[src/rtl/lsu_pkg.sv]
// Shared types and byte-lane constants for the load/store unit.
package lsu_pkg;

  typedef enum logic [1:0] {
    BYTE    = 2'b00,
    HALF    = 2'b01,
    WORD    = 2'b10,
    ILLEGAL = 2'b11
  } lsu_size_t;

  typedef enum logic [1:0] {
    IDLE  = 2'b00,
    READ  = 2'b01,
    WRITE = 2'b10,
    RESP  = 2'b11
  } lsu_state_t;

  localparam logic [31:0] LANE_BYTE_MASK = 32'h0000_00FF;
  localparam logic [31:0] LANE_HALF_MASK = 32'h0000_FFFF;

  // Bit position of the addressed lane inside a little-endian word.
  function automatic logic [4:0] lane_shift(input logic [1:0] offset);
    return {offset, 3'b000};
  endfunction

endpackage

[src/rtl/lsu_lane_align.sv]
// Combinational lane extraction/extension for loads and lane merge for stores.
module lsu_lane_align
  import lsu_pkg::*;
(
  input  logic [31:0] word,
  input  logic [1:0]  offset,
  input  lsu_size_t   size,
  input  logic        sgn,
  input  logic [31:0] wdata,
  output logic [31:0] load_val,
  output logic [31:0] store_word
);

  logic [31:0] shifted_s;
  logic [31:0] mask_s;

  // Load path: bring the addressed lane down to bit 0, then extend.
  always_comb begin
    shifted_s = word >> lane_shift(offset);
    case (size)
      BYTE:    load_val = {{24{sgn & shifted_s[7]}}, shifted_s[7:0]};
      HALF:    load_val = {{16{sgn & shifted_s[15]}}, shifted_s[15:0]};
      WORD:    load_val = word;
      default: load_val = 32'h0000_0000;
    endcase
  end

  // Store path: replace only the addressed lane of the fetched word.
  always_comb begin
    case (size)
      BYTE:    mask_s = LANE_BYTE_MASK << lane_shift(offset);
      HALF:    mask_s = LANE_HALF_MASK << lane_shift(offset);
      default: mask_s = 32'hFFFF_FFFF;
    endcase
    store_word = (word & ~mask_s) | ((wdata << lane_shift(offset)) & mask_s);
  end

endmodule

[src/rtl/load_store_unit.sv]
// Load/store unit: one request at a time, sub-word stores by read-modify-write.
// Optional range check on the word index enabled by LSU_BOUNDS_CHECK_EN.
module load_store_unit
  import lsu_pkg::*;
#(
  parameter int W     = 32,
  parameter int D     = 32,
  parameter int DEPTH = 32
) (
  input  logic         clk,
  input  logic         rst,
  input  logic         req_valid,
  output logic         req_ready,
  input  logic         req_we,
  input  logic [1:0]   req_size,
  input  logic         req_signed,
  input  logic [D-1:0] req_addr,
  input  logic [W-1:0] req_wdata,
  output logic         resp_valid,
  output logic [W-1:0] resp_rdata,
  output logic         resp_err,
  output logic [D-1:0] mem_A,
  output logic [W-1:0] mem_WD,
  output logic         mem_WE,
  input  logic [W-1:0] mem_RD
);

  lsu_state_t   state_r;
  logic [D-1:0] addr_r;
  lsu_size_t    size_r;
  logic         signed_r;
  logic         we_r;
  logic [W-1:0] wdata_r;
  logic         mem_we_r;
  logic [D-1:0] mem_a_r;
  logic [W-1:0] mem_wd_r;
  logic         resp_valid_r;
  logic         resp_err_r;
  logic [W-1:0] resp_rdata_r;

  lsu_size_t    req_size_s;
  logic [D-1:0] req_index_s;
  logic         align_err_s;
  logic         req_err_s;
  logic [W-1:0] load_val_s;
  logic [W-1:0] store_word_s;

  assign req_ready   = (state_r == IDLE) && !rst;
  assign req_size_s  = lsu_size_t'(req_size);
  assign req_index_s = {2'b00, req_addr[D-1:2]};

  // Size and alignment legality of the incoming request.
  always_comb begin
    case (req_size_s)
      BYTE:    align_err_s = 1'b0;
      HALF:    align_err_s = req_addr[0];
      WORD:    align_err_s = (req_addr[1:0] != 2'b00);
      default: align_err_s = 1'b1;
    endcase
  end

`ifdef LSU_BOUNDS_CHECK_EN
  assign req_err_s = align_err_s | (req_index_s >= D'(DEPTH));
`else
  assign req_err_s = align_err_s;
`endif

  lsu_lane_align u_align (
    .word       (mem_RD),
    .offset     (addr_r[1:0]),
    .size       (size_r),
    .sgn        (signed_r),
    .wdata      (wdata_r),
    .load_val   (load_val_s),
    .store_word (store_word_s)
  );

  // Reset gates the write strobe so an interrupted RMW never commits.
  assign mem_WE     = mem_we_r & ~rst;
  assign mem_A      = mem_a_r;
  assign mem_WD     = mem_wd_r;
  assign resp_valid = resp_valid_r;
  assign resp_err   = resp_err_r;
  assign resp_rdata = resp_rdata_r;

  // Request sequencing with registered memory and response outputs.
  always_ff @(posedge clk) begin
    if (rst) begin
      state_r      <= IDLE;
      addr_r       <= {D{1'b0}};
      size_r       <= BYTE;
      signed_r     <= 1'b0;
      we_r         <= 1'b0;
      wdata_r      <= {W{1'b0}};
      mem_we_r     <= 1'b0;
      mem_a_r      <= {D{1'b0}};
      mem_wd_r     <= {W{1'b0}};
      resp_valid_r <= 1'b0;
      resp_err_r   <= 1'b0;
      resp_rdata_r <= {W{1'b0}};
    end else begin
      case (state_r)
        IDLE: begin
          resp_valid_r <= 1'b0;
          resp_err_r   <= 1'b0;
          resp_rdata_r <= {W{1'b0}};
          mem_we_r     <= 1'b0;
          mem_a_r      <= {D{1'b0}};
          mem_wd_r     <= {W{1'b0}};
          if (req_valid) begin
            addr_r   <= req_addr;
            size_r   <= req_size_s;
            signed_r <= req_signed;
            we_r     <= req_we;
            wdata_r  <= req_wdata;
            if (req_err_s) begin
              state_r      <= RESP;
              resp_valid_r <= 1'b1;
              resp_err_r   <= 1'b1;
            end else if (req_we && (req_size_s == WORD)) begin
              state_r  <= WRITE;
              mem_a_r  <= req_index_s;
              mem_wd_r <= req_wdata;
              mem_we_r <= 1'b1;
            end else begin
              state_r <= READ;
              mem_a_r <= req_index_s;
            end
          end else begin
            state_r <= IDLE;
          end
        end
        READ: begin
          if (we_r) begin
            state_r  <= WRITE;
            mem_wd_r <= store_word_s;
            mem_we_r <= 1'b1;
          end else begin
            state_r      <= RESP;
            mem_a_r      <= {D{1'b0}};
            resp_valid_r <= 1'b1;
            resp_rdata_r <= load_val_s;
          end
        end
        WRITE: begin
          state_r      <= RESP;
          mem_we_r     <= 1'b0;
          mem_a_r      <= {D{1'b0}};
          mem_wd_r     <= {W{1'b0}};
          resp_valid_r <= 1'b1;
        end
        RESP: begin
          state_r      <= IDLE;
          resp_valid_r <= 1'b0;
          resp_err_r   <= 1'b0;
          resp_rdata_r <= {W{1'b0}};
        end
        default: begin
          state_r      <= IDLE;
          mem_we_r     <= 1'b0;
          mem_a_r      <= {D{1'b0}};
          mem_wd_r     <= {W{1'b0}};
          resp_valid_r <= 1'b0;
          resp_err_r   <= 1'b0;
          resp_rdata_r <= {W{1'b0}};
        end
      endcase
    end
  end

endmodule

[config.mk]
export PLATFORM = sky130hd
export DESIGN_NAME = load_store_unit
export DESIGN_NICKNAME = d
export VERILOG_FILES = /design/src/rtl/lsu_pkg.sv /design/src/rtl/lsu_lane_align.sv /design/src/rtl/load_store_unit.sv
export SDC_FILE = /design/constraint.sdc
export NUM_CORES = 1
export LEC_CHECK = 0
export BUFFER_PORTS_ARGS = -buffer_cell sky130_fd_sc_hd__buf_2
export CELL_PAD_IN_SITES_DETAIL_PLACEMENT = 1
export CELL_PAD_IN_SITES_GLOBAL_PLACEMENT = 2
export CORE_UTILIZATION = 30
export DETAILED_ROUTE_END_ITERATION = 10
export GPL_TIMING_DRIVEN = 0
export PLACE_DENSITY_LB_ADDON = 0.1
export SLEW_MARGIN = 30
export SYNTH_ARGS = -nofsm -noshare
export SYNTH_HDL_FRONTEND = slang
export SYNTH_HIERARCHICAL = 1
export SYNTH_SLANG_ARGS = --single-unit
[constraint.sdc]
create_clock -name clk -period 2.6 [get_ports clk]
set_clock_uncertainty 0.15 [all_clocks]
set_input_delay 0.26 -clock clk [delete_from_list [all_inputs] [get_ports clk]]
set_output_delay 0.26 -clock clk [all_outputs]
set_load 0.01 [all_outputs]
==> flow_metrics.tcl <==
set metrics [dict create \
    grt_pass1_wl_um 43300 \
    root_buffer "clkbuf_16" \
    vias 7188 \
    crit_end "mem_WD[26]" \
    max_cap_violations 0 \
    grt_max_degree 17 \
    ir_drop_mv 0.336 \
    cts.reportedPaths.clkPinSlew_ns 0.06 \
    antenna_cells 0 \
    grt.total_usage_pct 24.0 \
    critPathArrivalTime_ns 2.62 \
    vias_per_cell 5.15 \
    setup_tns_ns 0 \
    wirelength_um 28000 \
    syn2layout_area_growth_pct 38.9 \
    switching_share_pct 33.1 \
    avgSynthCellArea_um2 8.58 \
    power.switching_w 0.00221 \
    wl_per_cell_um 20.1 \
    p_int_w 0.00447 \
    min_period_ns 2.49 \
    power.share.clock_pct 39.1 \
    fillers 2760 \
    r2r_end "mem_WD[26]" \
    ant_nets 0 \
    multiInputGateArea_um2 3750 \
    reg2reg_slack_ns 0.11 \
    finalSetupViolCount 0 \
    worst_slew_pin_slew_ns 0.699 \
    r2r_start "addr_r[0]" \
    path_delay_family "multiplexers" \
    ys_warn_count 6 \
    finalHoldViolations 0 \
    seqPwrFrac_pct 35.6 \
    initial_utilization_pct 30.7 \
    synth_area_leaders "dfxtp_1 39%, nand2_1 6.1%, a211oi_1 4.5%, a22o_2 4.0%, a21oi_1 3.9%" \
    synth_area_leader_cell "dfxtp_1" \
    power_frac_comb_pct 25.3 \
    yosysMostFrequentCell "dfxtp_1" \
    finalMaxSlewViolations 0 \
    num_rows 55 \
    regArea_um2 2740 \
    drtIter0Drc 361 \
    portBuffers 200 \
    synthTopCellsByCount "137 x dfxtp_1, 113 x nand2_1, 55 x a21oi_1" \
    seq_area_frac_synth_pct 39.3 \
    path_class "reg2reg" \
    gp_congestion 0.819 \
    rsz0062_at_grt "false" \
    ff2ff_path_depth 7 \
    crit_required_ns 2.73 \
    synth_edf_count 0 \
    ys_ff_latch 137 \
    fp.dieW_um 155 \
    synth.cell_area_um2 6980 \
    async_reset_ff_share_pct 0 \
    cp.depth 7 \
    yosysUniqueCellTypes 53 \
    clock_latency_ns 0.43 \
    syn_inst 813 \
    hpwl_um 20900 \
    outcome "finished, final reports clean" \
    synth-main-ff-cell "dfxtp_1" \
    io_pins 203 \
    dieHeight_um 155 \
    min_period_over_period_pct 95.8 \
    min_path_type "in2reg" \
    critPathLaunch "addr_r[0]" \
    slowest_delay_ns 0.40 \
    grt-ovfl-total 0 \
    grt_pass1_vias 7385 \
    post-route-drc-count 0 \
    antenna_found_initial 0 \
    cts.path.max_buffers 2 \
    fmax_ghz 0.401 \
    relSlewSlack_pct 53.4 \
    crit_chain "buf_2 -> clkbuf_4 -> mux2i_1 -> a21oi_1 -> mux2_2 -> a211oi_1 -> a221oi_1" \
    start_kind "flip-flop" \
    cts_tree "built" \
    die-area_um2 23900 \
    critical_path.max_fanout 10 \
    end_kind "flip-flop" \
    cts_sinks 137 \
    utilization_pct 42.7 \
    critPathBufInv 2 \
    crit_slowest_cell "dfxtp_1" \
    dr.pass1.iters 4 \
    drive_gt1_share_pct 30.3 \
    cellPowerDensity_nw_per_um2 688 \
    placeableCoreArea_um2 22700 \
    power_leakage_nw 4.10 \
    synth_top_cell_area_share_pct 39.3 \
    numCtsBuffers 17 \
    nets 1208 \
    cts_max_level 4 \
]
[final cells by class]
type,count,area share [%]
clock inverter,14,1.92
sequential,137,28.3
inverter,37,1.43
clock buffer,18,4.43
buffer,83,4.34
tap,285,3.68
timing repair buffer,266,17.2
multi-input combinational,557,38.7
[cells by family after synthesis]
kind of cell	count (synthesis)	share of synthesized area, %
and+or+nand+nor	237	15.5
other	1	0.0537
DFF	137	39.3
AOI/OAI and AO/OA	269	29.8
buffers and inverters	120	7.80
adders and majority gates	6	1.08
muxes	43	6.47
[metrics by stage]
stage | instances | power [W] | hold WS (ns) | area (µm²) | setup slack (ns)
floorplan | 814 | 0.00337 | 0.243 | 6980 | 0.435
global placement | 1299 | 0.00398 | 0.292 | 8340 | -0.0836
detailed placement | 1299 | 0.00399 | 0.298 | 8340 | -0.0744
CTS | 1397 | 0.00671 | 0.0224 | 9630 | 0.00903
global route | 1397 | 0.00702 | 0.0323 | 9690 | 0.00368
finish | 1397 | 0.00667 | 0.0339 | 9690 | 0.108
[how the worst min path moves through the flow]
stage | cells past startpoint | end | from
floorplan | 1 | mem_A[3] | req_addr[5]
global placement | 2 | resp_err | resp_err
detailed placement | 2 | wdata_r[30] | wdata_r[30]
CTS | 3 | size_r[0] | req_size[0]
global route | 3 | size_r[0] | req_size[0]
finish | 3 | size_r[0] | req_size[0]
[layout by cell type, fill, tap and decap left out, types with 32 or more instances in the layout]
cell type,count
dlygate4sd3_1,65
a22oi_1,32
clkbuf_1,45
dfxtp_1,137
nand3_1,34
inv_1,37
a21oi_1,55
a211oi_1,33
buf_2,215
nor2_1,46
nand2_1,113
[tightest hold or removal path, stage by stage]
cell,delay (ns)
buf_2,0.13
nand2_1,0.10
a21oi_1,0.07
[metal layers]
layer / global-route usage (%) / up-vias / part of all wire [%]
met5: 0 / - / 0
met4: 7.69 / 0 / 1.8
met3: 4.09 / 32 / 3.4
met2: 40.0 / 168 / 47
met1: 31.4 / 3483 / 47
li1: - / 3505 / -
[what timing repair did]
item	4_1_cts	5_1_grt
hold endpoints to repair	94	0
setup buffers	1	0
endpoints found under the setup margin	8	52
cloned	0	0
hold buffers	65	0
gates resized for setup	2	23
pin swaps	1	0
[registers in the layout, indices dropped and copies added, names as in the netlist, 2 cells and up]
| signal | count |
|---|---|
| resp_rdata | 32 |
| state_r | 2 |
| mem_A | 30 |
| size_r | 2 |
| mem_WD | 32 |
| wdata_r | 32 |
| addr_r | 2 |
[power by group through the flow]
stage | registers (W) | logic (W) | clock network, W
2_1_floorplan | 0.00243 | 0.000941 | 0
3_3_place_gp | 0.00242 | 0.00156 | 0
3_5_place_dp | 0.00243 | 0.00156 | 0
4_1_cts | 0.00238 | 0.00166 | 0.00267
5_1_grt | 0.00240 | 0.00184 | 0.00278
6_report | 0.00238 | 0.00169 | 0.00261
(Power assumes the default switching activity.)
